--- config.mk ---
export PLATFORM = sky130hd
export DESIGN_NAME = uart_tx_fifo_flat
export DESIGN_NICKNAME = d
export VERILOG_FILES = /design/src/rtl/uart_tx_fifo_if.sv /design/src/rtl/uart_tx_fifo.sv /design/src/flat_wrapper.sv
export SDC_FILE = /design/constraint.sdc
export NUM_CORES = 1
export LEC_CHECK = 0
export CAP_MARGIN = 20
export CORE_MARGIN = 2
export CORE_UTILIZATION = 45
export CTS_BUF_LIST = sky130_fd_sc_hd__clkbuf_4
export DETAILED_ROUTE_END_ITERATION = 8
export GPL_TIMING_DRIVEN = 0
export HOLD_SLACK_MARGIN = 0.15
export PLACE_DENSITY = 0.7
export SETUP_SLACK_MARGIN = 0.02
export SYNTH_ARGS = -nofsm -noshare
export SYNTH_HDL_FRONTEND = slang
export SYNTH_SLANG_ARGS = --single-unit
--- constraint.sdc ---
create_clock -name clk -period 3.7 [get_ports clk]
set_input_delay 0.37 -clock clk [delete_from_list [all_inputs] [get_ports clk]]
set_output_delay 0.37 -clock clk [all_outputs]
set_load 0.01 [all_outputs]
--- src/rtl/uart_tx_fifo_if.sv ---
// Byte-stream handshake between a producer and the UART transmit FIFO.
// The master side enqueues bytes; the slave side (the FIFO) reports occupancy and drives the transmitter strobe.
interface uart_tx_fifo_if #(
    parameter int DEPTH = 16
);
    localparam int CW = $clog2(DEPTH) + 1;

    logic [7:0]    wr_d;
    logic          wr_en;
    logic [7:0]    tx_d;
    logic          tx_rdy;
    logic          full;
    logic          empty;
    logic [CW-1:0] count;
    logic          overflow;

    modport master (
        output wr_d, wr_en,
        input  tx_d, tx_rdy, full, empty, count, overflow
    );

    modport slave (
        input  wr_d, wr_en,
        output tx_d, tx_rdy, full, empty, count, overflow
    );
endinterface

--- src/rtl/uart_tx_fifo.sv ---
// Circular-buffer FIFO that paces bytes out to a UART transmitter,
// issuing one tx_rdy strobe every GAP_CLKS cycles while data is queued.
module uart_tx_fifo #(
    parameter int DEPTH    = 16,
    parameter int GAP_CLKS = 10900
) (
    input  logic           clk,
    input  logic           rst,
    uart_tx_fifo_if.slave  bus
);
    localparam int AW = $clog2(DEPTH);
    localparam int CW = AW + 1;
    localparam int GW = $clog2(GAP_CLKS);

    typedef enum logic [1:0] {IDLE, LOAD, STROBE, WAIT} state_t;

    state_t        state;
    state_t        next_state;
    logic [7:0]    mem [DEPTH];
    logic [AW-1:0] rd_ptr;
    logic [AW-1:0] wr_ptr;
    logic [CW-1:0] count_q;
    logic [CW-1:0] count_next;
    logic          full_q;
    logic          empty_q;
    logic          overflow_q;
    logic [7:0]    tx_d_q;
    logic [GW-1:0] gap_cnt;
    logic          do_wr;
    logic          do_pop;
    logic          tx_rdy_c;

    // Full is taken from registered state, so a write racing a pop on a full FIFO is still dropped.
    assign do_wr      = bus.wr_en && !full_q;
    assign count_next = count_q + CW'(do_wr) - CW'(do_pop);

    always_comb begin
        next_state = state;
        do_pop     = 1'b0;
        tx_rdy_c   = 1'b0;
        case (state)
            IDLE: begin
                if (!empty_q) begin
                    next_state = LOAD;
                    do_pop     = 1'b1;
                end
            end
            LOAD:   next_state = STROBE;
            STROBE: begin
                tx_rdy_c   = 1'b1;
                next_state = WAIT;
            end
            WAIT: begin
                if (gap_cnt == '0) next_state = IDLE;
            end
            default: next_state = IDLE;
        endcase
    end

    always_ff @(posedge clk) begin
        if (rst) begin
            state      <= IDLE;
            rd_ptr     <= '0;
            wr_ptr     <= '0;
            count_q    <= '0;
            full_q     <= 1'b0;
            empty_q    <= 1'b1;
            overflow_q <= 1'b0;
            tx_d_q     <= '0;
            gap_cnt    <= '0;
        end else begin
            state      <= next_state;
            count_q    <= count_next;
            full_q     <= (count_next == CW'(DEPTH));
            empty_q    <= (count_next == '0);
            overflow_q <= bus.wr_en && full_q;
            if (do_wr) wr_ptr <= wr_ptr + AW'(1);
            if (do_pop) begin
                tx_d_q <= mem[rd_ptr];
                rd_ptr <= rd_ptr + AW'(1);
            end
            // STROBE, WAIT, IDLE and LOAD together span exactly GAP_CLKS cycles.
            if (state == STROBE) gap_cnt <= GW'(GAP_CLKS - 4);
            else if (state == WAIT && gap_cnt != '0) gap_cnt <= gap_cnt - GW'(1);
        end
    end

    always_ff @(posedge clk) begin
        if (!rst && do_wr) mem[wr_ptr] <= bus.wr_d;
    end

    assign bus.tx_d     = tx_d_q;
    assign bus.tx_rdy   = tx_rdy_c;
    assign bus.full     = full_q;
    assign bus.empty    = empty_q;
    assign bus.count    = count_q;
    assign bus.overflow = overflow_q;
endmodule

--- src/flat_wrapper.sv ---
// flat-port wrapper written by rule: the top's interface ports become plain ports
module uart_tx_fifo_flat 
#(
    parameter int DEPTH    = 16,
    parameter int GAP_CLKS = 10900
)
  (clk, rst, bus_wr_d, bus_wr_en, bus_tx_d, bus_tx_rdy, bus_full, bus_empty, bus_count, bus_overflow);
  uart_tx_fifo_if #(.DEPTH(DEPTH)) bus_i ();
  input  logic clk;
  input  logic rst;
  input wire logic [$bits(bus_i.wr_d)-1:0] bus_wr_d;
  input wire logic [$bits(bus_i.wr_en)-1:0] bus_wr_en;
  output wire logic [$bits(bus_i.tx_d)-1:0] bus_tx_d;
  output wire logic [$bits(bus_i.tx_rdy)-1:0] bus_tx_rdy;
  output wire logic [$bits(bus_i.full)-1:0] bus_full;
  output wire logic [$bits(bus_i.empty)-1:0] bus_empty;
  output wire logic [$bits(bus_i.count)-1:0] bus_count;
  output wire logic [$bits(bus_i.overflow)-1:0] bus_overflow;
  assign bus_i.wr_d = bus_wr_d;
  assign bus_i.wr_en = bus_wr_en;
  assign bus_tx_d = bus_i.tx_d;
  assign bus_tx_rdy = bus_i.tx_rdy;
  assign bus_full = bus_i.full;
  assign bus_empty = bus_i.empty;
  assign bus_count = bus_i.count;
  assign bus_overflow = bus_i.overflow;
  uart_tx_fifo #(.DEPTH(DEPTH), .GAP_CLKS(GAP_CLKS)) u_core (.clk(clk), .rst(rst), .bus(bus_i));
endmodule
==> impl_metrics.csv <==
group,metric,value,unit
yosys,synth_nets,478,
yosys,synth_seq_cells,168,
pwr,p_int,0.003184,W
outcome,status,"finished clean",
floorplan,die_x,127.7,µm
yosys,synthAdderAreaFrac,3.198,%
pwr,pwr_density_cell,608.0,nW/µm²
placed_design,dp_worst_setup_slack,507.6,ps
global_route,grt.overflow.total,0,
sta,finalCriticalPeriod,3187,ps
worst_setup_path,start_kind,"flip-flop",
yosys,yosysUniqueCellTypes,53,
yosys,syn_area_per_cell,15.30,µm²
yosys,ys_seq_area_share,67.45,%
worst_setup_path,critPathBufInv,4,
sta,max_freq,0.3138,GHz
route,first_iter_violations,326,
pwr,clkPwrFrac,22.0,%
yosys,synth_top_flop_cell,"edfxtp_1",
sta,maxSlewHeadroom,40.19,%
global_route,groute.usage.overall,18.19,%
worst_setup_path,crit_required,4150,ps
cts,cts_buffers,17,
worst_setup_path,end_kind,"flip-flop",
yosys,synth_top_area_cell,"edfxtp_1",
cts,cts_root_buffer,"clkbuf_4",
cells_and_area,fillers,1253,
sta,hold_violations,0,
worst_setup_path,cp_cell_sequence,"inv_1 -> ha_1 -> nor2b_1 -> clkbuf_1 -> ha_1 -> inv_1 -> ha_1 -> inv_1 -> fa_1 -> xnor2_1 -> or3b_2 -> a2111oi_0",
cts,holdBufCountCts,0,
yosys,synth_top_family_by_area,"multiplexers",
route,routedWlPerCell,19.89,µm
route,drtAntennaViolNets,0,
run,drv_cap,0,
pwr,switching_power,0.001470,W
placed_design,dpl.cell_count,664,
yosys,netlist_top_cells_count,"edfxtp_1 (128), nor2_1 (41), dfxtp_1 (40), mux2i_1 (39), mux4_2 (18)",
floorplan,ioPinCount,28,
cells_and_area,area_delta_synth_final,11.16,%
worst_setup_path,cpPeakStageDelay,440,ps
floorplan,die_y,127.7,µm
pwr,combPwrFrac,29.2,%
worst_hold_path,holdCritPathClass,"input pin to flip-flop",
route,first_pass_iters,4,
sta,fin_ws,513.4,ps
placed_design,gp_congestion,0.7822,
sta,tightest_slew,893.8,ps
sta,final_max_slew_viol_count,0,
yosys,yosys.area_share.simple,7.087,%
sta,setup_tns,0,ps
placed_design,io_buffers,26,
sta,rsz0062_at_grt,"no",
route,viasPerCell,5.600,
yosys,synth_top_area_share,55.82,%
worst_setup_path,critPathArrivalTime,3630,ps
worst_setup_path,path_class,"flip-flop to flip-flop",
route,wirelength,13880,µm
pwr,seqPwrFrac,48.9,%
yosys,synth_xor_area_share,1.654,%
yosys,syn_inst,450,
floorplan,core.rowCount,45,
cells_and_area,drive_above_1_share,12.40,%
cts,cts_resized,0,
pwr,leakage,2.413,nW
sta,final-setup-viol-count,0,
route,vias,3909,
floorplan,start_util,45.63,%
floorplan,dieArea,16310,µm²
yosys,async_flop_share,0,%
cts,ctsHtreeMaxLevel,4,
pwr,switching_share,31.58,%
global_route,antenna_found_initial,1,
floorplan,fp.coreArea,15090,µm²
route,route.detailed.drc,0,
yosys,yosysMostFrequentCell,"edfxtp_1",
placed_design,place_hpwl,9161,µm
cts,cts_tree,"yes",
cells_and_area,fin_nets,523,
yosys,syn_area,6885,µm²
cells_and_area,instances_no_fill,698,
yosys,ys_top_cells_by_area,"edfxtp_1 (56%), dfxtp_1 (12%), mux4_2 (5.9%)",
yosys,synth_compound_area_share,6.851,%
yosys,synth_warnings,0,
global_route,grt_pass1_vias,3951,
worst_setup_path,path_max_fanout,8,
cts,clock_latency,570,ps
global_route,grt_pass1_wl,21890,µm
cts,cts.clk_slew.worst_paths,130,ps
cts,cts_setup_buffers,0,
global_route,grt_max_degree,17,
worst_setup_path,crit_family,"adder cells",
sta,finalCritPeriodShare,86.12,%
worst_setup_path,crit_slowest_cell,"or3b_2",
pwr,peakVddDrop,219.4,µV
yosys,synth_edf_count,128,
yosys,synthMuxAreaShare,11.72,%
cts,clock_sinks,168,
sta,finalClockSkew,14.83,ps
cts,clockBufferDepth,2,
## state kept, by name (all words and copies together) (netlist names)
signal,flops
u_core.rd_ptr,4
u_core.bus.overflow,1
u_core.wr_ptr,4
u_core.gap_cnt,14
u_core.bus.tx_d,8
u_core.bus.empty,1
u_core.mem,128
u_core.bus.full,1
u_core.bus.count,5
u_core.state,2
## worst register-to-register path, cell delays in order (launching register included)
cell	delay [ps]
dfxtp_1	350
inv_1	110
ha_1	170
nor2b_1	120
clkbuf_1	340
ha_1	310
inv_1	60
ha_1	170
inv_1	60
fa_1	400
xnor2_1	170
or3b_2	440
a2111oi_0	380
## per-layer routing
metal | global-route usage [%] | share of wire [%]
met4 | 7.304 | 2.1
met2 | 29.00 | 50
met1 | 24.55 | 44
met5 | 0 | 0
met3 | 3.923 | 3.8
## cell usage in the layout (no fill, tap or decap), types with 3 or more instances in the layout
cell               n
nand3_1            3
mux4_2            18
edfxtp_1         128
clkinv_1           3
clkinv_2           4
mux2i_1           39
and2_1             3
ha_1              16
or4_1              4
clkbuf_4          18
buf_2              4
o21ai_0           12
a21oi_1           11
clkdlybuf4s50_1   26
a22oi_1           15
nor4_1             3
inv_1             17
clkbuf_1          12
a41oi_1            3
nand2_1           11
buf_1              3
a32oi_1            7
nor2_1            41
clkinvlp_4         4
dfxtp_1           40
nor2b_1            6
xnor2_1            7
xor2_1             6
## layout make-up
cell class / count / area [µm²] / share of cell area, %
Clock inverter: 14 / 132.6 / 1.733
Sequential cell: 168 / 4644 / 60.68
Antenna cell: 2 / 5.005 / 0.06539
Tap cell: 188 / 235.2 / 3.073
Buffer: 19 / 76.32 / 0.9972
Inverter: 17 / 63.81 / 0.8337
Timing Repair Buffer: 26 / 260.3 / 3.400
Clock buffer: 18 / 135.1 / 1.766
Multi-Input combinational cell: 246 / 2101 / 27.45
## path summary, 6_finish.rpt
kind	startpoint	endpoint	slack (ps)	depth (start not counted)
worst min-delay path	rst	u_core.state[0]	280	2
worst max register to register	u_core.state[0]	u_core.bus.full	510	12
worst max-delay path	u_core.state[0]	u_core.bus.full	510	12
worst min register to register	u_core.bus.full	u_core.bus.overflow	490	2
## stage by stage
step,hold WS [ps],util (%),power (W),area [µm²]
floorplan,466.5,-,0.003227,6885
global placement,454.3,48.91,0.003616,7381
detailed placement,462.0,48.91,0.003671,7381
CTS,276.9,50.69,0.004676,7649
global route,313.4,50.72,0.004906,7654
finish,276.9,50.72,0.004654,7654
## power groups by stage
stage / combinational (W) / clock, W / sequential [W]
finish: 0.00136 / 0.00102 / 0.00227
global route: 0.00151 / 0.00111 / 0.00229
CTS: 0.00136 / 0.00104 / 0.00227
detailed placement: 0.00135 / 0 / 0.00232
global placement: 0.00131 / 0 / 0.00230
floorplan: 0.000912 / 0 / 0.00232
## cell families (layout without fill, tap and decap cells)
kind of cell    after synthesis  in the layout
flops                       168            168
simple gates                 92             92
compound gates               66             66
mux                          58             58
buf+inv                      36             94
fa+ha+maj                    17             17
xor+xnor                     13             13
other cells                   0              2
(Power assumes the default switching activity.)
